===== config.mk =====
export PLATFORM = sky130hd
export DESIGN_NAME = fpu_hazard_scoreboard
export DESIGN_NICKNAME = d
export VERILOG_FILES = /design/src/rtl/fpu_hazard_scoreboard.sv
export SDC_FILE = /design/constraint.sdc
export NUM_CORES = 1
export LEC_CHECK = 0
export CELL_PAD_IN_SITES_DETAIL_PLACEMENT = 1
export CELL_PAD_IN_SITES_GLOBAL_PLACEMENT = 1
export CORE_ASPECT_RATIO = 0.8
export CORE_UTILIZATION = 44
export DETAILED_ROUTE_END_ITERATION = 7
export GPL_TIMING_DRIVEN = 1
export PLACE_DENSITY = 0.79
export SLEW_MARGIN = 20
export SYNTH_ARGS = -nofsm -noshare
export SYNTH_HDL_FRONTEND = slang
export SYNTH_SLANG_ARGS = --single-unit

===== constraint.sdc =====
create_clock -name clk -period 6.5 [get_ports clk]
set_input_delay 1.625 -clock clk [delete_from_list [all_inputs] [get_ports clk]]
set_output_delay 1.625 -clock clk [all_outputs]
set_load 0.01 [all_outputs]

===== src/rtl/fpu_hazard_scoreboard.sv =====
// fpu_hazard_scoreboard: per-FP-register writeback countdowns that stall decode on RAW/WAW hazards.
// Optional stall-cycle statistics counter enabled by defining FPU_HAZARD_STATS_EN.
module fpu_hazard_scoreboard #(
  parameter int NREG    = 32,
  parameter int CNT_W   = 2,
  parameter int MAX_LAT = 3
) (
  input  logic        clk,
  input  logic        rstn,
  input  logic        dec_valid,
  input  logic [4:0]  rs1,
  input  logic [4:0]  rs2,
  input  logic [4:0]  rd,
  input  logic        use_rs1,
  input  logic        use_rs2,
  input  logic        reg_write,
  input  logic        is_hazard_0,
  input  logic        is_hazard_1,
  input  logic        is_hazard_2,
  input  logic        flush,
  input  logic        pipe_stall,
  output logic        stall,
  output logic        pending_any,
  output logic [31:0] stall_count
);
  logic [CNT_W-1:0] cnt [NREG];
  logic [CNT_W-1:0] lat;
  logic             raw, waw, issue;
  assign lat   = is_hazard_2 ? CNT_W'(MAX_LAT) : is_hazard_1 ? CNT_W'(2) : is_hazard_0 ? CNT_W'(1) : '0;
  assign raw   = (use_rs1 && cnt[rs1] != '0) || (use_rs2 && cnt[rs2] != '0);
  // a younger short op must not retire before an older long op to the same rd
  assign waw   = reg_write && (cnt[rd] > lat);
  assign stall = dec_valid && !flush && (raw || waw);
  assign issue = dec_valid && !flush && !stall && !pipe_stall && reg_write;
  always_comb begin
    pending_any = 1'b0;
    for (int i = 0; i < NREG; i++) pending_any = pending_any | (cnt[i] != '0);
  end
  for (genvar i = 0; i < NREG; i++) begin : g_cnt
    always_ff @(posedge clk or negedge rstn)
      if (!rstn) cnt[i] <= '0;
      else if (!pipe_stall) cnt[i] <= (issue && rd == 5'(i)) ? lat : (cnt[i] != '0 ? cnt[i] - 1'b1 : '0);
  end
`ifdef FPU_HAZARD_STATS_EN
  logic [31:0] stall_cnt;
  always_ff @(posedge clk or negedge rstn)
    if (!rstn) stall_cnt <= '0;
    else if (stall && !pipe_stall) stall_cnt <= stall_cnt + 32'd1;
  assign stall_count = stall_cnt;
`else
  assign stall_count = 32'd0;
`endif
endmodule


==> metrics.yaml, run 1 <==
status:
  status: "finished, final reports clean"
worst_setup_path:
  crit_family: "buffers and inverters"
  required_ns: 4.88
  crit_fanout: 20
  startpoint_type: "input pin"
  crit_path_end_kind: "output pin"
  path_buf_inv: 3
  slowest_stage: "clkdlybuf4s50_1"
  path_cells: "clkdlybuf4s50_1, buf_12, mux4_2, mux4_2, nand2_1, nand2_1, ha_1, nor2b_1, o211ai_1, o311a_1, and3b_1, nor3b_1, dlygate4sd2_1"
  cp.arrival_ns: 4.67
  cp_slowest_stage_delay_ns: 0.53
  r2r_cells: 12
  cp.depth: 13
  crit_type: "input pin to output pin"
timing:
  worst_pin_slew_ns: 1.04
  finalHoldViolCount: 0
  setup_slack_ns: 0.206
  setup_viol: 0
  fmax_mhz: 159
  drv_slew: 0
  period_share: 0.968
  rsz0062_at_grt: "no"
  max_slew_margin: 0.286
  skew_ns: 0.0122
  fin_crit_ns: 6.29
floorplan:
  die_y_um: 99.0
  row_count: 35
  core_area_um2: 11500
  fp.dieW_um: 123
  io_pins: 60
  die-area_um2: 12200
  initial_utilization: 0.451
route:
  totalWireLength_um: 20500
  detail-route-antenna-nets: 0
  viasPerCell: 7.20
  routedWlPerCell_um: 27.6
  drtIter0Drc: 741
  drtPass1Iterations: 5
  drc: 0
  via_count: 5350
logic_synthesis:
  synth_common_cells: "64 x dfrtp_1, 60 x nor3_1, 47 x o21ai_0, 36 x nor2_1, 36 x nor3b_1"
  ys_types: 55
  synth_edf_count: 0
  syn_area_um2: 5180
  synth.most_common_cell: "dfrtp_1"
  synth_warnings: 0
  synthFlopType: "dfrtp_1"
  synth_top_area_frac: 0.309
  synth-seq-cells: 64
  yosysTopAreaCell: "dfrtp_1"
  yosys-top-cells-area: "dfrtp_1 31%, mux4_2 10%, nor3_1 5.8%, nor3b_1 5.2%, buf_4 4.9%"
  yosysSeqAreaShare: 0.309
  syn_inst: 577
  syn_avg_cell_area_um2: 8.98
  ys_async_sr_fraction: 1.00
flow_run:
  drv_cap: 0
grt:
  top_usage_layer: "met2"
  grt_pass1_wl_um: 30900
  gr-total-overflow: 0
  gr-usage-met2: 0.505
  antenna_found_initial: 0
  grtUsageMet1: 0.485
  track_usage: 0.344
  grt_pass1_vias: 5318
  grt_start_max_net_pins: 100
  met3_usage: 0.0758
clocking:
  numCtsBuffers: 9
  clk_pin_slew_ns: 0.05
  clock_path_buffers: 2
  cts_tree: "yes"
  cts-root-buf: "clkbuf_16"
  clk_latency_ns: 0.35
  cts.sinks: 64
  htreeDepth: 3
place:
  dpl.hpwl_um: 13800
  pre_cts_slack_ns: -0.233
  numPortBuffers: 27
  gp_congestion: 0.995
final_layout:
  areaGrowthSynthToFinish_pct: 11.8
  regMostFlops: "cnt"
  multi_input_comb_area_um2: 3190
  reg_top3: "cnt x64"
  largest_register_ffs: 64
  drive_gt1_frac: 0.118
  final_util: 0.505
  seqCellArea_um2: 1600
  fill_cells: 1343
  diodes: 0
  nNetsFinal: 619
power_and_ir_drop:
  power_density_nw_per_um2: 184
  max-vdd-ir-drop_mv: 0.151
  p_leak_nw: 2.37
min_path:
  min_path_type: "register to register"
  hold_depth: 2
layer usage:
| metal | wire (µm) | vias to the layer above |
|---|---|---|
| met3 | 1920 | 94 |
| li1 | - | 2238 |
| met2 | 8780 | 346 |
| met1 | 8750 | 2672 |
| met5 | 0 | - |
| met4 | 1050 | 0 |
worst paths after layout:
kind                                  endpoint  slack [ns]                start
min in group asynchronous  cnt[31]$_DFFE_PN0N_        1.47                 rstn
min reg2reg                cnt[37]$_DFFE_PN0N_        0.62  cnt[37]$_DFFE_PN0N_
min                        cnt[37]$_DFFE_PN0N_        0.62  cnt[37]$_DFFE_PN0N_
max in group asynchronous  cnt[50]$_DFFE_PN0N_        4.44                 rstn
max                                      stall        0.21                rd[1]
max reg2reg                cnt[16]$_DFFE_PN0N_        2.27  cnt[31]$_DFFE_PN0N_
cell families after synthesis:
kind of cell,Yosys count,synth area share
AND/OR/NAND/NOR,219,0.238
AO/OA/AOI/OAI,177,0.237
buffers and inverters,88,0.0993
flip-flops,64,0.309
multiplexers,26,0.111
adder cells (fa/ha/maj),2,0.00483
other,1,0.000724
timing repair:
item	CTS	global route
setup buffers	0	6
hold buffers	0	0
pin swaps	0	1
gates resized for setup	1	1
endpoints found under the hold margin	0	0
endpoints found under the setup margin	1	1
gates cloned	0	1
area by class of cell:
| type | instances | area share |
|---|---|---|
| tap | 148 | 0.0320 |
| inverter | 8 | 0.00540 |
| clock inverter | 3 | 0.00735 |
| sequential | 64 | 0.277 |
| timing repair buffer | 52 | 0.0849 |
| multi-input combinational | 456 | 0.551 |
| clock buffer | 12 | 0.0426 |
metrics by stage:
stage               cell area (µm²)  hold slack [ns]  std cells  TNS [ns]  power [mW]
CTS                            5720            0.620        736         0        1.06
detailed placement             5430            0.614        721    -0.233       0.570
floorplan                      5300            0.554        608         0       0.519
finish                         5790            0.620        743         0        1.07
global route                   5790            0.643        743         0        1.09
global placement               5430            0.595        721    -0.132       0.566
placed cells by master, fill, tap and decap left out, types with 9 or more instances in the layout:
cell type         n
a21oi_1           9
conb_1           32
o211ai_1         13
a211o_1          20
nor3_1           60
nand3_1          13
dfrtp_1          64
nor3b_1          36
buf_4            22
a22o_1           20
nor4_1           15
nand2_1          21
o22ai_1          32
nor2_1           36
clkdlybuf4s50_1  23
o21ai_0          47
clkbuf_16        10
mux4_2           24
a22oi_1          13
where the power goes:
group	total, mW	internal, mW	switching (mW)
Combinational	0.170	0.0518	0.118
Clock	0.494	0.305	0.189
Sequential	0.402	0.400	0.00252
worst min-delay path, delay by kind of cell, from the launching register on:
family / cells / cell delay (ns)
AOI/OAI and AO/OA: 2 / 0.17
DFF: 1 / 0.40
Note: power is estimated with default switching activity, not from simulation.
==> run 2: changes to the inputs <==
- ABC_AREA: not set -> 1
- CORE_UTILIZATION: 44 -> 41
==> run 2 against run 1 <==
First-iteration DRC count fell by 20%. Worst hold slack got worse by 0.083 ns. Design area rose by 8.9%. Fmax rose by 0.69%. Die area rose by 18%. Largest power group unchanged. Worst setup slack improved by 0.043 ns.
==> metrics.yaml, run 2 <==
place:
  place_area_um2: 5980  # was 5430 µm²
  gp_congestion: 1.01  # was 0.995
  dpl.hpwl_um: 15200  # was 13,800 µm
  numPortBuffers: 27  # unchanged
logic_synthesis:
  syn_inst: 928  # was 577
  synth_top_family_by_area: "simple AND/OR/NAND/NOR gates"  # unchanged
  synth-adder-area-share: 0.00440  # was 0.00483
  synth.most_common_cell: "nand2_1"  # was dfrtp_1
  ys_async_sr_fraction: 1.00  # unchanged
  ys_types: 37  # was 55
  yosysTopAreaCell: "dfrtp_1"  # unchanged
  synth_edf_count: 0  # unchanged
  synthFlopType: "dfrtp_1"  # unchanged
  synthSimpleGateAreaFrac: 0.492  # was 0.238
  synth_common_cells: "317 x nand2_1, 157 x nand3_1, 68 x nand4_1, 64 x dfrtp_1, 57 x inv_1"  # was 64 x dfrtp_1, 60 x nor3_1, 47 x o21ai_0, 36 x nor2_1, 36 x nor3b_1
  yosysSeqAreaShare: 0.282  # was 0.309
  synth-compound-area-share: 0.0869  # was 0.237
  synthMuxAreaShare: 0  # was 0.111
  synth_top_area_frac: 0.282  # was 0.309
  synth-xor-area-share: 0  # unchanged
  syn_area_um2: 5690  # was 5180 µm²
  synth_warnings: 0  # unchanged
  syn_avg_cell_area_um2: 6.13  # was 8.98 µm²
  yosys-top-cells-area: "dfrtp_1 28%, nand2_1 21%, nand3_1 14%, nand4_1 7.5%, buf_4 4.8%"  # was dfrtp_1 31%, mux4_2 10%, nor3_1 5.8%, nor3b_1 5.2%, buf_4 4.9%
  synth-seq-cells: 64  # unchanged
worst_setup_path:
  crit_path_end_kind: "output pin"  # unchanged
  cp.arrival_ns: 4.63  # was 4.67 ns
  r2r_cells: 17  # was 12
  startpoint_type: "input pin"  # unchanged
  required_ns: 4.88  # about the same
  slowest_stage: "clkdlybuf4s50_1"  # unchanged
  path_buf_inv: 5  # was 3
  crit_type: "input pin to output pin"  # unchanged
  crit_fanout: 4  # was 20
  crit_family: "buffers and inverters"  # unchanged
  r2r_slack_ns: 3.09  # was 2.27 ns
  cp_slowest_stage_delay_ns: 0.53  # about the same
  cp.depth: 15  # was 13
  path_cells: "clkdlybuf4s50_1, inv_1, nor2_1, clkinv_1, a31oi_1, nor4_2, a41oi_1, ha_1, a21oi_1, o21ai_0, nand2_1, nor2_4, or2_1, inv_1, clkdlybuf4s50_1"  # was clkdlybuf4s50_1, buf_12, mux4_2, mux4_2, nand2_1, nand2_1, ha_1, nor2b_1, o211ai_1, o311a_1, and3b_1, nor3b_1, dlygate4sd2_1
power_and_ir_drop:
  clkPwrFrac: 0.462  # was 0.463
  power_density_nw_per_um2: 173  # was 184 nW/µm²
  max-vdd-ir-drop_mv: 0.150  # was 0.151 mV
  internal_power_uw: 764  # was 757 µW
  p_leak_nw: 3.16  # was 2.37 nW
  switching_share: 0.298  # was 0.291
  power.switching_uw: 324  # was 310 µW
  p_comb_frac: 0.169  # was 0.159
  seqPwrFrac: 0.369  # was 0.377
  finalPower_mw: 1.09  # was 1.07 mW
clocking:
  cts_hold_buf: 0  # unchanged
  cts.sinks: 64  # unchanged
  clock_path_buffers: 2  # unchanged
  htreeDepth: 3  # unchanged
  cts_resized: 1  # unchanged
  cts-root-buf: "clkbuf_16"  # unchanged
  clk_latency_ns: 0.35  # about the same
  clk_pin_slew_ns: 0.05  # about the same
  numCtsBuffers: 9  # unchanged
  cts_tree: "yes"  # unchanged
  postCtsSetupBuffers: 0  # unchanged
timing:
  max_slew_margin: 0.349  # was 0.286
  skew_ns: 0.00504  # was 0.0122 ns
  rsz0062_at_grt: "no"  # unchanged
  fmax_mhz: 160  # was 159 MHz
  finalHoldViolCount: 0  # unchanged
  setup_viol: 0  # unchanged
  worst_pin_slew_ns: 0.976  # was 1.04 ns
  drv_slew: 0  # unchanged
  period_share: 0.962  # was 0.968
  fin_crit_ns: 6.25  # was 6.29 ns
route:
  via_count: 6671  # was 5,350
  totalWireLength_um: 21600  # was 20,500 µm
  routedWlPerCell_um: 19.3  # was 27.6 µm
  viasPerCell: 5.96  # was 7.20
  drc: 0  # unchanged
  drtIter0Drc: 594  # was 741
  drtPass1Iterations: 5  # unchanged
  detail-route-antenna-nets: 0  # unchanged
final_layout:
  diodes: 0  # unchanged
  areaGrowthSynthToFinish_pct: 10.8  # was 11.8%
  multi_input_comb_area_um2: 3460  # was 3190 µm²
  final_util: 0.465  # was 0.505
  reg_top3: "cnt x64"  # unchanged
  final_common_cell: "nand2_1"  # was dfrtp_1
  final_cell_mix: "317 x nand2_1, 157 x nand3_1, 68 x nand4_1"  # was 64 x dfrtp_1, 60 x nor3_1, 47 x o21ai_0
  regMostFlops: "cnt"  # unchanged
  fin_area_um2: 6300  # was 5790 µm²
  drive_gt1_frac: 0.0639  # was 0.118
  fill_cells: 1910  # was 1,343
  seqCellArea_um2: 1600  # unchanged
  largest_register_ffs: 64  # unchanged
  nNetsFinal: 962  # was 619
grt:
  grt_start_max_net_pins: 97  # was 100
  gr-total-overflow: 0  # unchanged
  track_usage: 0.316  # was 0.344
  grt_pass1_vias: 6355  # was 5,318
  antenna_found_initial: 0  # unchanged
  grt_pass1_wl_um: 34800  # was 30,900 µm
floorplan:
  core_area_um2: 13600  # was 11,500 µm²
  fp.dieW_um: 134  # was 123 µm
  die-area_um2: 14400  # was 12,200 µm²
  initial_utilization: 0.420  # was 0.451
  io_pins: 60  # unchanged
  die_y_um: 107  # was 99.0 µm
  row_count: 38  # was 35
flow_run:
  drv_cap: 0  # unchanged
status:
  status: "finished, final reports clean"  # unchanged
min_path:
  min_path_type: "register to register"  # unchanged
  hold_depth: 2  # unchanged
## run 2: cell types whose count changed after synthesis, moves of 27 or more
cell     delta
inv_1      +50
nand2_1   +296
nand3_1   +144
nand4_1    +60
nor3_1     -27
nor3b_1    -36
## run 2: area by class of cell
| type | instances | area share |
|---|---|---|
| clock buffer | 13 | 0.0413 |
| clock inverter | 3 | 0.00635 |
| inverter | 64 | 0.0389 |
| multi-input combinational | 741 | 0.550 |
| sequential | 64 | 0.254 |
| tap | 180 | 0.0357 |
| timing repair buffer | 54 | 0.0742 |
## run 2: stage by stage
stage                     setup TNS (ns)  hold WS, ns  instances  setup WS (ns)
after floorplan                        0        0.490        959          0.985
after global placement                 0        0.522       1103         0.0852
after detailed placement        -0.00699        0.530       1103       -0.00699
after CTS                              0        0.545       1119         0.0559
after global routing                   0        0.564       1119         0.0578
final                                  0        0.538       1119          0.249
## run 2: cell families after synthesis
family / after synthesis
and+or+nand+nor: 626
adders and majority gates: 2
DFF: 64
other: 1
buffers and inverters: 154
AOI/OAI and AO/OA: 81
## run 2: layer usage
layer	track usage	share of wire
met1	0.446	0.47
met2	0.460	0.42
met3	0.0767	0.081
met4	0.120	0.022
met5	0	0
## run 2: worst reg2reg max path, cell delays in order (launching register included)
cell	delay, ns
dfrtp_1	0.46
nand3_1	0.11
nand2_1	0.07
o21ai_0	0.17
nand2_1	0.09
nor4_2	0.29
a41oi_1	0.10
ha_1	0.34
inv_1	0.06
nor2_1	0.03
o21ai_0	0.15
nand2_1	0.11
nor2_4	0.09
buf_4	0.70
nand3_1	0.27
nand2_1	0.14
nand3_1	0.07
nand2_1	0.10
## run 2: worst paths after layout
check / from / end
max in group asynchronous: rstn / cnt[22]$_DFFE_PN0N_
min in group asynchronous: rstn / cnt[39]$_DFFE_PN0N_
hold / removal: cnt[8]$_DFFE_PN0N_ / cnt[8]$_DFFE_PN0N_
hold reg to reg: cnt[8]$_DFFE_PN0N_ / cnt[8]$_DFFE_PN0N_
setup / recovery: rd[3] / stall
setup reg to reg: cnt[25]$_DFFE_PN0N_ / cnt[40]$_DFFE_PN0N_
## run 2: power groups by stage
stage	registers (mW)	logic, mW	clock network [mW]
floorplan	0.408	0.131	0
detailed placement	0.408	0.179	0
global placement	0.408	0.177	0
CTS	0.401	0.180	0.513
global route	0.401	0.201	0.527
finish	0.401	0.184	0.502
==> patch 1: new RTL, flow settings as in run 1 <==
`CNT_W`: 2 -> 3.
--- a/src/rtl/fpu_hazard_scoreboard.sv
+++ b/src/rtl/fpu_hazard_scoreboard.sv
@@ -3,5 +3,5 @@
 module fpu_hazard_scoreboard #(
   parameter int NREG    = 32,
-  parameter int CNT_W   = 2,
+  parameter int CNT_W   = 3,
   parameter int MAX_LAT = 3
 ) (
Function: not settled (the Yosys comparison gave no result); the edit may change what the design does.
==> patch 1 against run 1 <==
  * Synthesized area increased by 58%
  * Routed wire length increased by 49%
  * Sequential power increased by 97%
  * First-iteration DRC count increased by 28%
  * Core utilization decreased by 0.87 points
  * Worst setup slack got worse by 0.11 ns
  * Die area increased by 57%
  * Critical path depth increased by 1
  * Total power increased by 90%
  * Sequential cell count increased by 32
  * Critical path type unchanged
  * Design area increased by 56%
  * Clock power increased by 5.7%
  * Register-to-register slack got worse by 0.33 ns
  * Synthesized cell count increased by 58%
==> patch 1: results (changes against run 1) <==
metric,value,unit,change
routed_wl,30.45,mm,+49%
multi_input_cells,686,,+50%
synth.area.top_cells,"dfrtp_1 29%, mux4_2 9.4%, ha_1 8.3%, nand2_1 4.6%, nor3_1 3.4%",,
r2r_start,cnt[58]$_DFFE_PN0N_,,
r2r-end,cnt[40]$_DFFE_PN0N_,,
grt_use_met3,10.09,%,+2.5 points
ir_drop,0.1410,mV,-6.4%
crit_fanout,5,,-75%
ys_seq_area_share,29.37,%,-1.6 points
grt_pass1_wl,45.96,mm,+49%
syn_area_per_cell,8.980,sq um,about the same
wl_met1,13.54,mm,+55%
tightest_slew,1.055,ns,+0.01195 ns
cp_slowest_cell,mux4_2,,
vias,7727,,+44%
top_regs,cnt x96,,
synth_compound_area_share,16.56,%,-7.1 points
wl_met3,3.536,mm,+84%
synth_common_cells,"100 x nand2_1, 96 x dfrtp_1, 68 x inv_1",,
pre_cts_slack,-0.5674,ns,-0.3348 ns
worst_clock_skew,0.01331,ns,+0.001127 ns
met2_usage,46.69,%,-3.8 points
synth-seq-cells,96,,+50%
hold_depth,1,,-1
area_share_nonclk_buffers,6.847,%,-1.6 points
p_leak,3.766,nW,+59%
place_congestion,0.9662,,-2.8%
avgViaCountPerCell,6.655,,-7.6%
rrSetupSlack,1.94,ns,-0.33 ns
fillCellCount,2107,,+57%
grt_pass1_vias,7348,,+38%
max_stage_delay,0.48,ns,-0.05 ns
cp_data_arrival_time,4.78,ns,+0.11 ns
status,finished clean,,
synthMuxAreaShare,12.39,%,+1.3 points
synth_cell_type_count,71,,+29%
crit_family,multiplexers,,
nNonClkBuffers,65,,+25%
min_from,cnt[86]$_DFFE_PN0N_,,
patch 1: changes by cell type in the layout (fill, tap and decap cells not counted), moves of 29 or more:
cell            run 1  this run
dfrtp_1            64        96
nor3b_1            36         2
o31ai_1             0        29
o22ai_1            32         1
inv_1               7        68
nand2_1            21       100
ha_1                2        53
patch 1: power by group:
group	total, mW	internal (mW)	leakage, nW	switching (mW)
logic	0.714	0.271	2.30	0.443
clock network	0.522	0.263	0.128	0.259
registers	0.793	0.656	1.33	0.136
total	2.03	1.19	3.77	0.839
patch 1: timing repair:
action | in CTS | in global routing
setup buffers | 2 | 1
resized for setup | 7 | 6
pin swaps | 2 | 3
cloned | 2 | 0
endpoints found under the setup margin | 1 | 1
patch 1: stage by stage:
step	TNS (ns)	cell area [sq um]	hold WS, ns
6_report	0	9009	0.5734
5_1_grt	-0.02824	9009	0.5914
4_1_cts	0	8992	0.5691
3_5_place_dp	-0.5674	8638	0.5566
3_3_place_gp	-0.5562	8638	0.5316
2_1_floorplan	0	8309	0.4907
==> patch 2: new RTL, flow settings as in run 1 <==
Without the edit above. Add a define of `FPU_HAZARD_STATS_EN`.
--- a/src/rtl/fpu_hazard_scoreboard.sv
+++ b/src/rtl/fpu_hazard_scoreboard.sv
@@ -1,4 +1,6 @@
 // fpu_hazard_scoreboard: per-FP-register writeback countdowns that stall decode on RAW/WAW hazards.
 // Optional stall-cycle statistics counter enabled by defining FPU_HAZARD_STATS_EN.
+`define FPU_HAZARD_STATS_EN
+
 module fpu_hazard_scoreboard #(
   parameter int NREG    = 32,
Formal check against the unedited RTL: not equivalent (Yosys sat finds a counterexample within 4 cycles, from zero or initial values and one cycle with rstn low).
==> patch 2 against run 1 <==
  * Synthesized area rose by 27%
  * Design area is 33% higher
  * Largest power group is now registers
  * Highest routed layer unchanged
  * Clock power rose by 13%
  * Total power rose by 31%
  * Sequential cell count increased by 32
  * Worst setup slack worse by 0.084 ns
  * Count of clock-buffer cells in the layout fell by 3
  * Routed wire length is 19% higher
  * The flow now finishes with violations (DRC)
==> patch 2: results (changes against run 1) <==
metric,value,unit,change
multi_input_cells,564,,+24%
min_from,stall_count[11]$_DFFE_PN0P_,,
ff2ff_path_depth,11,,-1
place_congestion,0.9872,,-0.73%
placed_area,7360,sq um,+36%
drtIter0Drc,653,,-12%
clkbuf_count,9,,-3
seq_cell_power,623,uW,+55%
synthAdderAreaFrac,0.5725,%,+0.089 points
grt_pass1_vias,6674,,+25%
synth_cells,720,,+25%
area_share_nonclk_buffers,11.31,%,+2.8 points
drc_errors,2,,+2
nNonClkBuffers,90,,+73%
place_inst,943,,+31%
drive_gt1_share,15.57,%,+3.8 points
crit_fanout,16,,-20%
ys_seq_area_share,36.64,%,+5.7 points
violations,DRC,,
worstHoldEndpoint,stall_count[11]$_DFFE_PN0P_,,
pre_cts_slack,-0.3569,ns,-0.1243 ns
pg_comb,216,uW,+27%
r2r-end,cnt[50]$_DFFE_PN0N_,,
synth.area.top_cells,"dfrtp_1 37%, mux4_2 9.3%, nand2_1 7.3%, nor2_1 4.1%, nor3_2 4.1%",,
clk_share,3.945,%,-1.0 points
multiInputGateArea,3857,sq um,+21%
hold_ws,0.4965,ns,-0.1240 ns
worst_clock_skew,0.007441,ns,-0.004744 ns
detail_route.wl_per_cell,25.39,um,-8.0%
hold_depth,1,,-1
status,"complete, but fails checks",,
dr.pass1.iters,7,,+2
synthXorXnorAreaFrac,4.008,%,+4.0 points
routed_wl,24.40,mm,+19%
[patch 2: cell count changes in the layout (fill, tap and decap cells not counted), moves of 20 or more]
cell             change
a22o_1              -20
a32oi_1             +20
clkdlybuf4s50_1     +32
conb_1              -32
dfrtp_1             +32
nand2_1            +107
nand3_1             +21
nor2_1              +36
nor3_1              -40
nor3_2              +27
nor3b_1             -24
o21ai_0             -28
o221ai_1            +24
o22ai_1             -32
[patch 2: kinds of logic (layout without fill, tap and decap cells)]
group | after synthesis | in the layout
buffers and inverters | 60 | 117
multiplexers | 32 | 32
AO/OA/AOI/OAI | 128 | 128
AND/OR/NAND/NOR | 371 | 371
flip-flops | 96 | 96
adder cells (fa/ha/maj) | 3 | 3
XOR/XNOR | 30 | 30
[patch 2: routing by layer]
layer,global-route usage (%),routed length [um]
met5,0,0
met2,51.68,11080
met3,8.035,1898
met4,14.31,825
met1,44.57,10600
